==> src/rtl/toe_cam_victim_sel.sv <==
// toe_cam_victim_sel: insert-path victim selector for a 3-way TOE CAM set.
// A free way is preferred; otherwise Mod picks the victim, rotating past locked ways.
module toe_cam_victim_sel #(
  parameter int A = 8,
  parameter int TMO = 15
) (
  input  logic         Clk,
  input  logic         Rst,
  input  logic [1:0]   Mod,
  input  logic         ReqValid,
  output logic         ReqReady,
  input  logic [A-1:0] ReqSet,
  output logic         MemRdEn,
  output logic [A-1:0] MemRdAddr,
  input  logic         MemRdVld,
  input  logic [2:0]   MemRdOcc,
  input  logic [2:0]   MemRdLock,
  output logic         RspValid,
  input  logic         RspReady,
  output logic [1:0]   RspWay,
  output logic         RspEvict,
  output logic         RspFail,
  output logic [15:0]  EvictCnt
);
  localparam int CW = $clog2(TMO + 1);
  typedef enum logic [2:0] {IDLE, RD, WAIT, DEC, RSP} state_t;
  state_t state, nxt;
  logic [2:0] occ, lock, free;
  logic [CW-1:0] tmo_cnt;
  logic [1:0] r, r1, r2, d_way;
  logic d_evict, d_fail, tmo_hit;
  always_comb begin
    free = ~occ & ~lock;
    r = (Mod == 2'd3) ? 2'd0 : Mod;
    r1 = (r == 2'd2) ? 2'd0 : r + 2'd1;
    r2 = (r == 2'd0) ? 2'd2 : r - 2'd1;
    d_way = free[0] ? 2'd0 : free[1] ? 2'd1 : free[2] ? 2'd2 :
            !lock[r] ? r : !lock[r1] ? r1 : !lock[r2] ? r2 : 2'd3;
    d_fail = &lock;
    d_evict = ~|free & ~&lock;
    // tmo_cnt counts WAIT cycles already spent, so TMO-1 marks the last allowed cycle
    tmo_hit = state == WAIT && !MemRdVld && tmo_cnt == CW'(TMO - 1);
    nxt = state;
    case (state)
      IDLE: if (ReqValid) nxt = RD;
      RD: nxt = WAIT;
      WAIT: nxt = MemRdVld ? DEC : tmo_hit ? RSP : WAIT;
      DEC: nxt = RSP;
      RSP: if (RspReady) nxt = IDLE;
      default: nxt = IDLE;
    endcase
  end
  always_ff @(posedge Clk or negedge Rst)
    if (!Rst) begin
      state <= IDLE;
      ReqReady <= 1'b1;
      MemRdEn <= 1'b0;
      MemRdAddr <= '0;
      RspValid <= 1'b0;
      RspWay <= 2'd0;
      RspEvict <= 1'b0;
      RspFail <= 1'b0;
      EvictCnt <= 16'd0;
      tmo_cnt <= '0;
      occ <= 3'd0;
      lock <= 3'd0;
    end else begin
      state <= nxt;
      ReqReady <= nxt == IDLE;
      MemRdEn <= nxt == RD;
      RspValid <= nxt == RSP;
      tmo_cnt <= (state == WAIT) ? tmo_cnt + CW'(1) : '0;
      if (state == IDLE && ReqValid) MemRdAddr <= ReqSet;
      if (state == WAIT && MemRdVld) begin
        occ <= MemRdOcc;
        lock <= MemRdLock;
      end
      if (state == DEC) begin
        RspWay <= d_way;
        RspEvict <= d_evict;
        RspFail <= d_fail;
      end else if (tmo_hit) begin
        RspWay <= 2'd3;
        RspEvict <= 1'b0;
        RspFail <= 1'b1;
      end
      if (state == RSP && RspReady && RspEvict && ~&EvictCnt) EvictCnt <= EvictCnt + 16'd1;
    end
endmodule

==> config.mk <==
export PLATFORM = sky130hd
export DESIGN_NAME = toe_cam_victim_sel
export DESIGN_NICKNAME = d
export VERILOG_FILES = /design/src/rtl/toe_cam_victim_sel.sv
export SDC_FILE = /design/constraint.sdc
export NUM_CORES = 1
export LEC_CHECK = 0
export BUFFER_PORTS_ARGS = -buffer_cell sky130_fd_sc_hd__buf_2
export CAP_MARGIN = 20
export CORE_MARGIN = 1
export CORE_UTILIZATION = 53
export DETAILED_ROUTE_END_ITERATION = 8
export GPL_TIMING_DRIVEN = 0
export PLACE_DENSITY = 0.77
export SLEW_MARGIN = 25
export SYNTH_ARGS = -nofsm -noshare
export SYNTH_HDL_FRONTEND = slang
export SYNTH_SLANG_ARGS = --single-unit
==> constraint.sdc <==
create_clock -name Clk -period 2.4 [get_ports Clk]
set_clock_uncertainty 0.2 [all_clocks]
set_input_delay 0.48 -clock Clk [delete_from_list [all_inputs] [get_ports Clk]]
set_output_delay 0.48 -clock Clk [all_outputs]
set_load 0.01 [all_outputs]
==> results of run 1 <==
[cells in the mapped netlist, drive strengths merged, types with 4 or more instances]
cell,count
a21oi,5
dfrtp,43
ha,6
inv,11
mux2,14
nand2,11
nand3,11
nand4,4
nor2,19
nor2b,5
o21ai,7
o22ai,4
xnor2,8
xor2,7
[cell type report]
type,count,area [um^2]
buffer,5,25.02
sequential,44,1102
multi-input combinational,130,991.0
fill,308,1204
timing repair buffer,51,257.7
tap,48,60.06
inverter,11,41.29
clock buffer,8,90.09
[kinds of logic (layout without fill, tap and decap cells)]
| kind of cell | Yosys count | after routing | share of synthesized area (%) |
|---|---|---|---|
| xor gates and xnor gates | 15 | 15 | 6.084 |
| AOI/OAI and AO/OA | 29 | 29 | 9.502 |
| DFF | 44 | 44 | 51.04 |
| muxes | 15 | 15 | 7.937 |
| buffers and inverters | 16 | 75 | 3.071 |
| adders and majority gates | 6 | 6 | 3.476 |
| and+or+nand+nor | 65 | 65 | 18.89 |
[flip-flops by register name, summed over array words and instances (netlist names)]
name,cells
RspEvict,1
state,3
MemRdAddr,8
ReqReady,1
lock,3
tmo_cnt,4
RspFail,1
MemRdEn,1
occ,3
EvictCnt,16
RspValid,1
RspWay,2
[stage by stage]
step | setup WS [ns] | cell area [um^2]
after global placement | 0.2959 | 2475
after CTS | 0.4852 | 2565
after global routing | 0.3476 | 2567
after detailed placement | 0.2271 | 2475
final | 0.5111 | 2567
after floorplan | 0.5244 | 2160
[power breakdown]
group          switching (mW)  internal, mW
logic                   0.436         0.404
clock network           0.234         0.235
registers               0.187         0.970
total                   0.858          1.61
[how the worst max path moves through the flow]
| stage | slack, ns | from | end |
|---|---|---|---|
| after floorplan | 0.52 | Mod[0] | RspWay[0]$_DFFE_PN0P_ |
| after global placement | 0.30 | Mod[0] | RspWay[0]$_DFFE_PN0P_ |
| after detailed placement | 0.23 | Mod[0] | RspWay[0]$_DFFE_PN0P_ |
| after CTS | 0.49 | EvictCnt[0]$_DFFE_PN0P_ | EvictCnt[9]$_DFFE_PN0P_ |
| after global routing | 0.35 | EvictCnt[0]$_DFFE_PN0P_ | EvictCnt[11]$_DFFE_PN0P_ |
| final | 0.51 | EvictCnt[0]$_DFFE_PN0P_ | EvictCnt[9]$_DFFE_PN0P_ |
[layer usage]
| metal | wire, um | track usage, % | part of all wire [%] | up-vias |
|---|---|---|---|---|
| met5 | 0 | 0 | 0 | - |
| met4 | 89 | 11.41 | 2.3 | 0 |
| met3 | 167 | 4.655 | 4.3 | 10 |
| met2 | 1900 | 34.95 | 49 | 46 |
| li1 | - | - | - | 781 |
| met1 | 1751 | 26.38 | 45 | 735 |
[worst max-delay path: stages, from the launching register on]
cell,delay (ns)
dfrtp_1,0.41
ha_1,0.16
clkbuf_1,0.32
nand2_1,0.13
o2111ai_1,0.32
nor2_1,0.09
xor2_1,0.15
==> results.py, run 1 <==
metrics = {
    "outcome": {
        "status": "complete, but fails checks",
        "violations": "hold timing",
    },
    "place": {
        "port_buffers": 51,
        "hpwl_mm": 2.874,
        "gp_congestion": 0.7534,
        "dp.cells": 289,
    },
    "die": {
        "die_h_um": 65.84,
        "start_util_pct": 57.27,
        "die_w_um": 65.84,
        "die-area_um2": 4334,
        "pin_count": 52,
        "row_count": 22,
        "coreArea_um2": 3771,
    },
    "job": {
        "cap_viol_max_count": 0,
    },
    "synth": {
        "netlist_area_um2": 2160,
        "ys_seq_elements": 44,
        "synth_top_cell_by_area": "dfrtp_1",
        "synthFlopType": "dfrtp_1",
        "synth_fp_nets": 217,
        "synth-seq-area-share_pct": 51.04,
        "yosysWarnings": 0,
        "synth_top_area_share_pct": 49.83,
        "ys_async_sr_fraction_pct": 100.0,
        "ys_types": 51,
        "netlist_top_cells_area": "dfrtp_1 (50%), mux2_1 (5.2%), ha_1 (3.5%)",
        "synth_edf_count": 0,
        "netlist_instances": 190,
        "avgSynthCellArea_um2": 11.37,
    },
    "cts": {
        "clock_sinks": 44,
        "cts_max_level": 2,
        "post-cts-setup-buffers": 0,
        "clkTransAtPathRegs_ns": 0.08,
        "clock_path_buffers": 2,
        "cts_tree": "built",
        "root_buffer": "clkbuf_8",
        "cts_buffers": 5,
        "holdBufCountCts": 0,
        "postCtsResizedCells": 0,
        "clock_latency_ns": 0.29,
    },
    "cells_and_area": {
        "drive_above_1_share_pct": 31.33,
        "layout_commonest_cell": "buf_2",
        "final_cells": 297,
        "nNetsFinal": 275,
        "final_util_pct": 68.08,
        "antennaDiodeCount": 0,
        "most-common-layout-cells": "buf_2 (52), dfrtp_1 (43), nor2_1 (16)",
        "area_growth_pct": 18.89,
    },
    "setup_path": {
        "reg2reg_to": "EvictCnt[9]$_DFFE_PN0P_",
        "r2r-start": "EvictCnt[0]$_DFFE_PN0P_",
        "cp_max_fo": 8,
        "worstPathArrival_ns": 1.87,
        "r2r_slack_ns": 0.51,
        "cp-end-kind": "register",
        "reg2reg_depth": 6,
        "worstPathRequired_ns": 2.38,
        "cp-start-kind": "register",
        "critPathKind": "reg2reg",
    },
    "drt": {
        "wl_per_cell_um": 13.16,
        "wirelength_mm": 3.909,
        "vias": 1572,
        "initialDrtViolationCount": 117,
        "firstDrtPassIters": 4,
        "via_per_inst": 5.293,
        "ant_nets": 0,
        "drc": 0,
    },
    "timing": {
        "setup_viol": 0,
        "min_period_ns": 1.889,
        "rsz0062_at_grt": "no",
        "worstMarginPinSlew_ns": 0.5434,
        "max_freq_ghz": 0.5294,
        "hold_ws_ns": -0.04268,
        "drv_slew": 0,
        "setup_tns_ns": 0,
        "final.period_utilization_pct": 78.71,
        "maxSlewHeadroom_pct": 63.78,
        "hold_viol": 43,
    },
    "global_route": {
        "antenna_found_initial": 0,
        "overflow": 0,
        "track_usage_pct": 21.44,
        "grt_pass1_wl_mm": 6.927,
        "grt_pass1_vias": 1532,
        "grt_max_degree": 45,
    },
    "pwr": {
        "total_power_mw": 2.467,
        "p_leak_nw": 1.281,
        "cellPowerDensity_nw_per_um2": 960.7,
        "ir_worst_vdd_mv": 0.6057,
    },
    "hold_path": {
        "hold_class": "in2async",
    },
}
Power figures use the tool's default switching activity.
==> inputs of run 2 (changes only) <==
ABC_AREA = 1   (was unset)
clock period = 1.76 ns   (was 2.4 ns; I/O delays follow)
==> run 2 against run 1 <==
Against the previous run:
- the flow now finishes without violations
- combinational power increased by 81%
- synthesized cell count increased by 37%
- wire length increased by 14%
- count of clock-buffer cells in the layout decreased by 3
- register-to-register slack got worse by 0.44 ns
- cell area increased by 8.1%
- maximum frequency increased by 12%
- via count increased by 15%
- sequential power increased by 45%
- non-clock buffer count decreased by 1
- synthesized area increased by 5.4%
- critical path type unchanged
- critical endpoint is now EvictCnt[5]$_DFFE_PN0P_
- largest cell class unchanged
==> results.py, run 2 <==
metrics = {
    "cts": {
        "clkTransAtPathRegs_ns": 0.09,
        "cts_buffers": 5,
        "clock_path_buffers": 2,
        "clock_latency_ns": 0.30,
        "cts_tree": "built",
        "clock_sinks": 44,
        "cts_max_level": 2,
        "root_buffer": "clkbuf_8",
    },
    "synth": {
        "ys_async_sr_fraction_pct": 100.0,
        "ys_types": 28,
        "synth_top_family_by_area": "simple AND/OR/NAND/NOR gates",
        "synth.most_common_cell": "nand2_1",
        "synth_top_area_share_pct": 47.28,
        "synthAdderAreaFrac_pct": 3.299,
        "ys_seq_elements": 44,
        "synthFlopType": "dfrtp_1",
        "yosysWarnings": 0,
        "avgSynthCellArea_um2": 8.720,
        "synth_fp_nets": 288,
        "netlist_area_um2": 2276,
        "netlist_instances": 261,
        "synth.area.mux_share_pct": 1.979,
        "synth_compound_area_share_pct": 5.113,
        "synth_edf_count": 0,
        "synth_common_cells": "nand2_1 (68), dfrtp_1 (43), inv_1 (27), nor2_1 (27), nand3_1 (12)",
        "synthSimpleGateAreaFrac_pct": 28.04,
        "netlist_top_cells_area": "dfrtp_1 (47%), nand2_1 (11%), inv_1 (4.5%)",
        "synth-seq-area-share_pct": 48.43,
        "synth_top_cell_by_area": "dfrtp_1",
        "synth-xor-area-share_pct": 6.542,
    },
    "timing": {
        "drv_slew": 0,
        "worstMarginPinSlew_ns": 0.5444,
        "hold_viol": 0,
        "max_freq_ghz": 0.5925,
        "setup_viol": 0,
        "min_period_ns": 1.688,
        "hold_ws_ns": 0.04144,
        "maxSlewHeadroom_pct": 63.71,
        "final.period_utilization_pct": 95.90,
    },
    "hold_path": {
        "hold_class": "in2reg",
    },
    "die": {
        "die_h_um": 67.53,
        "pin_count": 52,
        "coreArea_um2": 4058,
        "row_count": 23,
        "die_w_um": 67.53,
        "start_util_pct": 56.09,
        "die-area_um2": 4560,
    },
    "setup_path": {
        "r2r_slack_ns": 0.07,
        "cp-start-kind": "register",
        "worstPathArrival_ns": 1.71,
        "cp-end-kind": "register",
        "cp_max_fo": 4,
        "worstPathRequired_ns": 1.78,
        "critPathKind": "reg2reg",
    },
    "global_route": {
        "antenna_found_initial": 0,
        "overflow": 0,
        "grt_pass1_vias": 1601,
        "grt_max_degree": 45,
        "track_usage_pct": 21.10,
        "grt_pass1_wl_mm": 7.120,
    },
    "place": {
        "hpwl_mm": 3.257,
        "port_buffers": 51,
        "gp_congestion": 0.8094,
    },
    "cells_and_area": {
        "drive_above_1_share_pct": 31.99,
        "regMostFlops": "EvictCnt",
        "final.fill_count": 331,
        "register_area_um2": 1102,
        "antennaDiodeCount": 0,
        "most-common-layout-cells": "nand2_1 (67), buf_2 (50), dfrtp_1 (43)",
        "multi_input_area_um2": 1074,
        "largest_reg_flops": 16,
        "largestRegisters": "EvictCnt (16), MemRdAddr (8), tmo_cnt (4)",
        "layout_commonest_cell": "nand2_1",
        "nNetsFinal": 348,
        "area_growth_pct": 21.94,
    },
    "drt": {
        "ant_nets": 0,
        "drc": 0,
        "initialDrtViolationCount": 60,
        "via_per_inst": 4.876,
        "wl_per_cell_um": 11.95,
        "vias": 1814,
        "firstDrtPassIters": 4,
        "wirelength_mm": 4.447,
    },
    "pwr": {
        "total_power_mw": 3.978,
        "cellPowerDensity_nw_per_um2": 1433,
        "combPwrFrac_pct": 38.3,
        "seqPwrFrac_pct": 42.2,
        "p_int_mw": 2.418,
        "clockPowerShare_pct": 19.5,
        "ir_worst_vdd_mv": 0.9402,
        "p_leak_nw": 1.468,
        "p_sw_share_pct": 39.21,
        "switchingPower_mw": 1.560,
    },
    "job": {
        "cap_viol_max_count": 0,
    },
    "outcome": {
        "status": "finished, final reports clean",
    },
}
==> run 2: final cells by class <==
| type | count | area share, % |
|---|---|---|
| inverter | 34 | 4.599 |
| sequential | 44 | 39.72 |
| buffer | 2 | 0.8115 |
| clock inverter | 3 | 1.533 |
| multi-input combinational | 181 | 38.68 |
| clock buffer | 5 | 2.480 |
| tap | 50 | 2.254 |
| timing repair buffer | 53 | 9.919 |
==> run 2: critical path: stages (launching register included) <==
cell     delay [ns]
dfrtp_1        0.44
nor2_2         0.17
nand3_2        0.09
nor2_2         0.14
nand2_4        0.08
inv_2          0.09
nand2_2        0.07
nor2_1         0.14
xor2_1         0.18
==> run 2: power groups by stage <==
stage	sequential, mW	combinational (mW)	clock (mW)
global placement	1.67	1.38	0
floorplan	1.75	0.854	0
global route	1.73	1.74	0.819
finish	1.68	1.52	0.774
detailed placement	1.67	1.44	0
CTS	1.65	1.46	0.785
==> run 2: final timing paths <==
| check | from | end | depth (start not counted) |
|---|---|---|---|
| hold reg to reg | tmo_cnt[0]$_DFF_PN0_ | tmo_cnt[0]$_DFF_PN0_ | 1 |
| setup / recovery | state[0]$_DFF_PN0_ | EvictCnt[5]$_DFFE_PN0P_ | 8 |
| min in group asynchronous | Rst | EvictCnt[12]$_DFFE_PN0P_ | 2 |
| hold / removal | ReqSet[4] | MemRdAddr[4]$_DFFE_PN0P_ | 3 |
| setup reg to reg | state[0]$_DFF_PN0_ | EvictCnt[5]$_DFFE_PN0P_ | 8 |
| max in group asynchronous | Rst | ReqReady$_DFF_PN1_ | 2 |
==> run 2: what timing repair did <==
item	CTS	global route
resized for setup	0	9
hold buffers	0	1
setup buffers	1	0
hold endpoints to repair	0	43
setup endpoints to repair	8	17
pin swaps	0	2
==> run 2: metal layers <==
layer  global-route usage (%)  vias to the layer above  part of all wire, %  routed length, um
met5                        0                        -                    0                  0
met4                    7.713                        0                  1.4                 63
met3                    6.250                        8                  6.4                283
met2                    31.93                       51                   45               1995
met1                    28.45                      824                   47               2104
li1                         -                      931                    -                  -
==> run 2: logic make-up (layout without fill, tap and decap cells) <==
kind of cell | after synthesis | count (layout)
AND/OR/NAND/NOR | 134 | 134
flip-flops | 44 | 44
buffers and inverters | 36 | 97
AO/OA/AOI/OAI | 20 | 20
XOR/XNOR | 17 | 17
adder cells (fa/ha/maj) | 6 | 6
multiplexers | 4 | 4
==> run 2: stage by stage <==
step / util (%) / instance area, um^2 / TNS (ns) / setup slack, ns / instances
floorplan: - / 2276 / 0 / 0.07566 / 261
global placement: 63.92 / 2594 / -0.3026 / -0.1913 / 362
detailed placement: 63.92 / 2594 / -0.3940 / -0.2212 / 362
CTS: 66.85 / 2713 / 0 / 0.02555 / 371
global route: 68.39 / 2775 / -0.005157 / -0.005157 / 372
finish: 68.39 / 2775 / 0 / 0.07215 / 372
==> inputs of run 3 (changes only) <==
CORE_UTILIZATION = 25   (was 53)
PLACE_DENSITY = 0.41   (was 0.77)
REMOVE_ABC_BUFFERS = 1   (was unset)
==> run 3 against run 2 <==
Against the previous run:
- wire length increased by 12%
- global-route usage decreased by 9.6 points
- die area rose by 110%
- worst setup slack better by 0.045 ns
- via count is 2.9% higher
- maximum frequency increased by 2.7%
==> results.py, run 3 (synthesized netlist as in run 2, its figures left out) <==
metrics = {
    "cells_and_area": {
        "regMostFlops": "EvictCnt",
        "multi_input_area_um2": 1092,
        "final.fill_count": 954,
        "final_cells": 432,
        "antennaDiodeCount": 0,
        "register_area_um2": 1105,
        "nNetsFinal": 350,
        "layout_commonest_cell": "nand2_1",
        "drive_above_1_share_pct": 32.41,
        "area_growth_pct": 26.33,
        "largest_reg_flops": 16,
        "stdcell_area_um2": 2875,
        "most-common-layout-cells": "nand2_1 (66), buf_2 (50), dfrtp_1 (41)",
        "largestRegisters": "EvictCnt (16), MemRdAddr (8), tmo_cnt (4)",
    },
    "outcome": {
        "status": "finished, final reports clean",
    },
    "place": {
        "dp.cells": 418,
        "gp_congestion": 0.7315,
        "dpl_cell_area_um2": 2646,
        "hpwl_mm": 3.643,
        "dp_slack_ns": -0.3951,
        "port_buffers": 51,
    },
    "timing": {
        "hold_viol": 0,
        "final.period_utilization_pct": 93.37,
        "maxSlewHeadroom_pct": 62.17,
        "min_period_ns": 1.643,
        "setup_viol": 0,
        "finalWorstSetupSlack_ns": 0.1168,
        "drv_slew": 0,
        "hold_ws_ns": 0.04846,
        "worstMarginPinSlew_ns": 0.5675,
        "max_freq_ghz": 0.6086,
    },
    "pwr": {
        "p_int_mw": 2.327,
        "p_leak_nw": 1.484,
        "cellPowerDensity_nw_per_um2": 1350,
        "p_sw_share_pct": 40.05,
        "ir_worst_vdd_mv": 0.5243,
        "clockPowerShare_pct": 17.1,
        "seqPwrFrac_pct": 43.1,
        "switchingPower_mw": 1.554,
        "combPwrFrac_pct": 39.8,
    },
    "drt": {
        "wl_per_cell_um": 11.49,
        "firstDrtPassIters": 4,
        "vias": 1867,
        "drc": 0,
        "wirelength_mm": 4.963,
        "initialDrtViolationCount": 51,
        "via_per_inst": 4.322,
        "ant_nets": 0,
    },
    "cts": {
        "clkTransAtPathRegs_ns": 0.08,
        "root_buffer": "clkbuf_8",
        "cts_tree": "built",
        "cts_max_level": 2,
        "clock_sinks": 44,
        "clock_latency_ns": 0.29,
        "cts_buffers": 5,
        "clock_path_buffers": 2,
    },
    "setup_path": {
        "reg2reg_to": "EvictCnt[14]$_DFFE_PN0P_",
        "reg2reg_depth": 8,
        "critPathKind": "reg2reg",
        "max_stage_delay_ns": 0.37,
        "worstPathRequired_ns": 1.74,
        "crit_family": "simple AND/OR/NAND/NOR gates",
        "cp-end-kind": "register",
        "worstPathArrival_ns": 1.62,
        "crit_slowest_cell": "dfrtp_2",
        "cp_common_cell": "nand3_4",
        "cp.buffers_inverters": 1,
        "cp_max_fo": 9,
        "r2r-start": "EvictCnt[0]$_DFFE_PN0P_",
        "crit_chain": "ha_2 -> nand3_4 -> nor2_4 -> nand3_4 -> nand2_8 -> buf_12 -> nor3_2 -> xor2_1",
        "r2r_slack_ns": 0.12,
        "cp-start-kind": "register",
    },
    "die": {
        "pin_count": 52,
        "row_count": 34,
        "start_util_pct": 25.97,
        "coreArea_um2": 8763,
        "die_w_um": 97.42,
        "die_h_um": 97.42,
        "die-area_um2": 9490,
    },
    "global_route": {
        "overflow": 0,
        "grt_pass1_vias": 1904,
        "antenna_found_initial": 0,
        "track_usage_pct": 11.49,
        "grt_pass1_wl_mm": 8.776,
        "grt_max_degree": 45,
    },
    "hold_path": {
        "hold_class": "in2reg",
        "hold_depth": 3,
        "min_to": "MemRdAddr[5]$_DFFE_PN0P_",
        "holdCritStartpoint": "ReqSet[5]",
    },
    "job": {
        "cap_viol_max_count": 0,
    },
}
==> run 3: power groups by stage <==
| stage | Sequential (mW) | Combinational [mW] | Clock, mW |
|---|---|---|---|
| 3_5_place_dp | 1.69 | 1.45 | 0 |
| 6_report | 1.67 | 1.55 | 0.662 |
| 3_3_place_gp | 1.69 | 1.44 | 0 |
| 5_1_grt | 1.73 | 1.77 | 0.731 |
| 4_1_cts | 1.66 | 1.52 | 0.698 |
| 2_1_floorplan | 1.75 | 0.848 | 0 |
==> run 3: worst max-delay path by stage <==
stage | start | endpoint | slack, ns | cells after the start
2_1_floorplan | EvictCnt[0]$_DFFE_PN0P_ | EvictCnt[5]$_DFFE_PN0P_ | -0.14 | 9
3_3_place_gp | EvictCnt[0]$_DFFE_PN0P_ | EvictCnt[5]$_DFFE_PN0P_ | -0.40 | 9
3_5_place_dp | EvictCnt[0]$_DFFE_PN0P_ | EvictCnt[5]$_DFFE_PN0P_ | -0.40 | 9
4_1_cts | state[1]$_DFF_PN0_ | EvictCnt[5]$_DFFE_PN0P_ | 0.01 | 8
5_1_grt | EvictCnt[6]$_DFFE_PN0P_ | EvictCnt[12]$_DFFE_PN0P_ | -0.006 | 9
6_report | EvictCnt[0]$_DFFE_PN0P_ | EvictCnt[14]$_DFFE_PN0P_ | 0.12 | 8
==> run 3: per-stage QoR <==
stage	setup TNS (ns)	power, mW	utilization (%)
final	0	3.881	32.81
after global placement	-3.226	3.128	30.17
after CTS	0	3.877	32.11
after global routing	-0.006394	4.229	32.81
after floorplan	-0.2107	2.599	-
after detailed placement	-3.287	3.138	30.20
==> run 3: cell type report <==
cell class	count	share of cell area [%]
Sequential cell	44	38.42
Multi-Input combinational cell	181	37.99
Timing Repair Buffer	57	11.05
Inverter	34	4.700
Tap cell	108	4.700
Clock buffer	8	3.133
==> run 3: tightest hold or removal path, stage by stage <==
cell,delay (ns)
buf_2,0.07
nand2_1,0.04
nand2_1,0.04
==> run 3: what timing repair did <==
action	CTS	global route
hold endpoints to repair	43	0
setup endpoints to repair	16	10
hold buffers	1	0
gates resized for setup	7	11
setup buffers	4	1
cloned	0	0
pin swaps	1	3
==> run 3: layer usage <==
metal  vias up  wire (um)  GRT usage (%)
li1        936          -              -
met1       877       2175          13.71
met2        46       2472          20.12
met3         8        254          3.094
met4         0         60          3.394
met5         -          0              0
